$ cat config.mk
export PLATFORM = sky130hd
export DESIGN_NAME = risc_controller
export DESIGN_NICKNAME = d
export VERILOG_FILES = /design/src/rtl/risc_controller.sv
export SDC_FILE = /design/constraint.sdc
export NUM_CORES = 1
export LEC_CHECK = 0
export CAP_MARGIN = 10
export CORE_AREA = 2 2 39 41
export CTS_CLUSTER_SIZE = 30
export DETAILED_ROUTE_END_ITERATION = 12
export DIE_AREA = 0 0 41 43
export MAX_ROUTING_LAYER = met4
export PLACE_DENSITY = 0.61
export SKIP_LAST_GASP = 1
export SLEW_MARGIN = 20
export SYNTH_ARGS = -nofsm -noshare
export SYNTH_HDL_FRONTEND = slang
export SYNTH_SLANG_ARGS = --single-unit
$ cat constraint.sdc
create_clock -name clk -period 1.5 [get_ports clk]
set_clock_uncertainty 0.1 [all_clocks]
set_input_delay 0.15 -clock clk [delete_from_list [all_inputs] [get_ports clk]]
set_output_delay 0.15 -clock clk [all_outputs]
set_load 0.02 [all_outputs]
$ cat src/rtl/risc_controller.sv
// risc_controller: eight-phase sequencer for a small accumulator CPU.
// Walks INST_ADDR -> ... -> STORE every eight clocks and decodes the
// RAM, IR, AC and PC control strobes from the current phase, the
// latched opcode and the accumulator-zero flag. HLT freezes the
// sequencer in OP_ADDR until reset.
module risc_controller #(
   parameter int unsigned OPCODE_WIDTH = 3
) (
   input  logic                    clk,
   input  logic                    rst,
   input  logic [OPCODE_WIDTH-1:0] opcode,
   input  logic                    zero,
   output logic                    sel,
   output logic                    rd,
   output logic                    wr,
   output logic                    data_e,
   output logic                    ld_ir,
   output logic                    ld_ac,
   output logic                    inc_pc,
   output logic                    ld_pc,
   output logic                    halt,
   output logic [2:0]              phase
);

   localparam int unsigned PHASE_W = 3;

   // Instruction encodings
   localparam logic [OPCODE_WIDTH-1:0] OP_HLT = OPCODE_WIDTH'(0);
   localparam logic [OPCODE_WIDTH-1:0] OP_SKZ = OPCODE_WIDTH'(1);
   localparam logic [OPCODE_WIDTH-1:0] OP_ADD = OPCODE_WIDTH'(2);
   localparam logic [OPCODE_WIDTH-1:0] OP_AND = OPCODE_WIDTH'(3);
   localparam logic [OPCODE_WIDTH-1:0] OP_XOR = OPCODE_WIDTH'(4);
   localparam logic [OPCODE_WIDTH-1:0] OP_LDA = OPCODE_WIDTH'(5);
   localparam logic [OPCODE_WIDTH-1:0] OP_STO = OPCODE_WIDTH'(6);
   localparam logic [OPCODE_WIDTH-1:0] OP_JMP = OPCODE_WIDTH'(7);

   // Phase names; the numeric value is what appears on the phase port
   typedef enum logic [PHASE_W-1:0] {
      PH_INST_ADDR  = PHASE_W'(0),
      PH_INST_FETCH = PHASE_W'(1),
      PH_INST_LOAD  = PHASE_W'(2),
      PH_IDLE       = PHASE_W'(3),
      PH_OP_ADDR    = PHASE_W'(4),
      PH_OP_FETCH   = PHASE_W'(5),
      PH_ALU_OP     = PHASE_W'(6),
      PH_STORE      = PHASE_W'(7)
   } phase_t;

   phase_t phase_q;
   phase_t phase_d;
   logic   halted_q;
   logic   halted_d;

   logic   is_hlt;
   logic   is_skz;
   logic   is_sto;
   logic   is_jmp;
   logic   is_aluop;

   // Opcode class decode shared by several phases
   assign is_hlt   = (opcode == OP_HLT);
   assign is_skz   = (opcode == OP_SKZ);
   assign is_sto   = (opcode == OP_STO);
   assign is_jmp   = (opcode == OP_JMP);
   assign is_aluop = (opcode == OP_ADD) || (opcode == OP_AND) ||
                     (opcode == OP_XOR) || (opcode == OP_LDA);

   // Phase and halt state; reset is asynchronous so strobes drop at once
   always_ff @(posedge clk or posedge rst) begin
      if (rst) begin
         phase_q  <= PH_INST_ADDR;
         halted_q <= 1'b0;
      end else begin
         phase_q  <= phase_d;
         halted_q <= halted_d;
      end
   end

   // Next phase: free-running 0..7 wrap, frozen at OP_ADDR once halted
   always_comb begin
      phase_d  = phase_q;
      halted_d = halted_q;
      if (!halted_q) begin
         unique case (phase_q)
            PH_INST_ADDR:  phase_d = PH_INST_FETCH;
            PH_INST_FETCH: phase_d = PH_INST_LOAD;
            PH_INST_LOAD:  phase_d = PH_IDLE;
            PH_IDLE:       phase_d = PH_OP_ADDR;
            PH_OP_ADDR: begin
               if (is_hlt) begin
                  halted_d = 1'b1;
               end else begin
                  phase_d = PH_OP_FETCH;
               end
            end
            PH_OP_FETCH:   phase_d = PH_ALU_OP;
            PH_ALU_OP:     phase_d = PH_STORE;
            PH_STORE:      phase_d = PH_INST_ADDR;
            default:       phase_d = PH_INST_ADDR;
         endcase
      end
   end

   // Control decode; reset gates every strobe so it acts without a clock
   always_comb begin
      sel    = 1'b0;
      rd     = 1'b0;
      wr     = 1'b0;
      data_e = 1'b0;
      ld_ir  = 1'b0;
      ld_ac  = 1'b0;
      inc_pc = 1'b0;
      ld_pc  = 1'b0;
      halt   = 1'b0;
      if (!rst) begin
         if (halted_q) begin
            halt = 1'b1;
         end else begin
            unique case (phase_q)
               PH_INST_ADDR: begin
                  sel = 1'b1;
               end
               PH_INST_FETCH: begin
                  sel = 1'b1;
                  rd  = 1'b1;
               end
               PH_INST_LOAD, PH_IDLE: begin
                  sel   = 1'b1;
                  rd    = 1'b1;
                  ld_ir = 1'b1;
               end
               PH_OP_ADDR: begin
                  inc_pc = 1'b1;
                  halt   = is_hlt;
               end
               PH_OP_FETCH: begin
                  rd = is_aluop;
               end
               PH_ALU_OP: begin
                  rd     = is_aluop;
                  inc_pc = is_skz & zero;
                  ld_pc  = is_jmp;
                  data_e = is_sto;
               end
               PH_STORE: begin
                  rd     = is_aluop;
                  ld_ac  = is_aluop;
                  inc_pc = is_jmp;
                  ld_pc  = is_jmp;
                  wr     = is_sto;
                  data_e = is_sto;
               end
               default: begin
                  sel = 1'b0;
               end
            endcase
         end
      end
   end

   assign phase = phase_q;

endmodule
==> impl_results.md <==
* Largest net degree at the start of global routing at 8
* Tot Pwr at 0.00116 W
* DRT met1 WL at 340 um
* Detail Route Antenna Nets at 0
* Netlist cell types at 21
* Least-Margin Pin Slew at 0.331 ns
* CTS H-tree depth at 1
* Die area at 1760 um2
* Number of clock sinks at 4
* Setup violators final at 6
* Core Area at 1380 um2
* Starting density of the core at 21.1%
* Ys Warns at 0
* Worst setup SP type: flip-flop
* Worst setup EP type: output pin
* Reg2Reg Setup Slack at 0.20 ns
* Gr ovfl total at 0
* Io pins at 18
* Clk_lat worst skew at 0.23 ns
* Placer Congestion at 0.667
* Uppermost layer routed: met4
* FILL cells at 140
* Fin util at 50.3%
* Synthesis-to-finish area growth at 139%
* Outcome: complete, but fails checks
* Post-route setup slack at -0.332 ns
* Drt initial violations at 2
* CTS tree: done
* Fmax at 0.546 GHz
* Delay of the slowest critical-path stage at 0.40 ns
* Buffers and inverters on the worst path at 1
* Synthesized area per cell at 8.83 um2
* CP cell instances: or3b_4 > or2_4 > nor3b_4 > buf_6
* Period utilization at 122%
* Failing checks: setup timing
* Total CTS buffers at 3
* Crit-path slowest cell: or3b_4
* Mapped Nets at 39
* RSZ-0062 raised after global routing: yes
* Clock slew seen by the registers of the worst setup and hold paths at 0.04 ns
* Ratio of cells with drive above 1 in the final layout at 58.6%
* First-pass GRT wire length at 1440 um
* Final Hold Violating Endpoints at 0
* Fin Setup TNS at -1.54 ns
* Vias in the first global route at 373
* Hold WS at 0.262 ns
* Via count at 381
* Most common cell after layout, fill and taps aside: buf_4
* Final Non-Filler Cells at 86
* Metal2 WL at 476 um
* Root Buffer: clkbuf_4
* Metal3 WL at 58 um
* N_diodes at 0
* Syn Inst Count at 33
* Dpl cells at 79
* Max VDD drop at 0.000929 V
* Seq/Total Area, Yosys at 34.3%
* Max transition margin at 77.8%
* Drt total wl at 890 um
* Arr. time, crit path at 1.58 ns
* Min-Delay Path Class: input port to async pin
* Power Dens Cells at 1670 nW/um2
* CTS max path bufs at 2
* GRT Resource Usage Total at 12.7%
* Commonest cells after routing, fill and taps aside: buf_4 (15), buf_6 (8), dlygate4sd2_1 (5)
* # nets final at 77
* Pre-antenna DRT Iters at 2
* Wire per inst at 10.3 um
* Initial antenna violation count at 0
* Die Ht at 43 um
* LEAKAGE at 0.323 nW
* Slew Limit Fails at 0
* Average via count per standard cell at 4.43
* Max_cap viols at 0
* # port buffers at 17
* CP top delay family: simple AND/OR/NAND/NOR gates
* Syn Std Cell Area at 292 um2
* WS Path Type: flip-flop to output pin
* CP required at 1.25 ns
* CP max FO at 3
* Num rows at 14
* Die width at 41 um
* Period minus WS final at 1.83 ns
* Post-DP HPWL at 702 um
* Post-route DRC at 0
* FF+latch count, synth at 4
==> power by group <==
group	switching, W	total (W)	internal, W
Sequential	0.0000412	0.000211	0.000170
Clock	0.0000443	0.000144	0.0000998
Combinational	0.000383	0.000809	0.000427
Total	0.000468	0.00116	0.000697
==> cell usage after synthesis, drive strengths merged <==
library cell / instances / area (um2)
dfrtp: 4 / 100
nor2: 4 / 15.0
inv: 3 / 11.3
nor3: 3 / 20.0
and2: 2 / 12.5
nand2: 2 / 7.51
xnor2: 2 / 17.5
a2111oi: 1 / 8.76
a21o: 1 / 7.51
a21oi: 1 / 5.00
a22o: 1 / 8.76
mux2: 1 / 11.3
nand3: 1 / 5.00
nor2b: 1 / 6.26
nor3b: 1 / 12.5
nor4b: 1 / 8.76
o31ai: 1 / 7.51
or2: 1 / 6.26
or3b: 1 / 11.3
xor2: 1 / 8.76
==> state kept, by name (all words and copies together) (netlist names) <==
register	count
halted_q	1
phase	3
==> through the flow <==
stage,setup WS (ns),cell area [um2]
2_1_floorplan,-0.212,314
3_3_place_gp,-0.771,602
3_5_place_dp,-0.778,602
4_1_cts,-0.329,649
5_1_grt,-0.380,696
6_report,-0.332,696
==> path summary, 6_finish.rpt <==
path,start,endpoint,cells past startpoint
worst max register to register,phase[2],phase[0],4
worst min register to register,phase[0],halted_q,2
worst min-delay path,rst,halted_q,4
worst max-delay path,halted_q,wr,4
min in group clk,opcode[2],halted_q,3
max in group asynchronous,rst,phase[2],4
==> cell families (layout without fill, tap and decap cells) <==
family | after synthesis | count (layout) | synth area share [%]
buffers and inverters | 3 | 40 | 3.86
muxes | 1 | 1 | 3.86
xor gates and xnor gates | 3 | 3 | 9.01
DFF | 4 | 4 | 34.3
and+or+nand+nor | 17 | 17 | 36.1
AOI/OAI and AO/OA | 5 | 5 | 12.9
==> worst register-to-register path, delay by kind of cell (launching register included) <==
kind	cells	cell delay [ns]
AOI/OAI and AO/OA	1	0.11
buffers and inverters	1	0.11
DFF	1	0.35
muxes	1	0.26
and+or+nand+nor	1	0.24
==> layer usage <==
metal / global-route usage [%] / vias up
li1: - / 190
met1: 12.4 / 172
met2: 20.0 / 15
met5: - / -
met4: 10.0 / 0
met3: 3.14 / 4
==> timing repair <==
item | CTS | global route
resized for setup | 56 | 9
buffers inserted | 1 | 4
pin swaps | 5 | 4
hold buffers | 0 | 0
setup endpoints to repair | 12 | 9
==> cell type report <==
| class | count | area (um2) | share of cell area [%] |
|---|---|---|---|
| Sequential cell | 4 | 101 | 14.6 |
| Clock buffer | 4 | 26.3 | 3.78 |
| Tap cell | 16 | 20.0 | 2.88 |
| Multi-Input combinational cell | 26 | 244 | 35.1 |
| Timing Repair Buffer | 33 | 293 | 42.1 |
| Inverter | 3 | 11.3 | 1.62 |
Note: power is estimated with default switching activity, not from simulation.
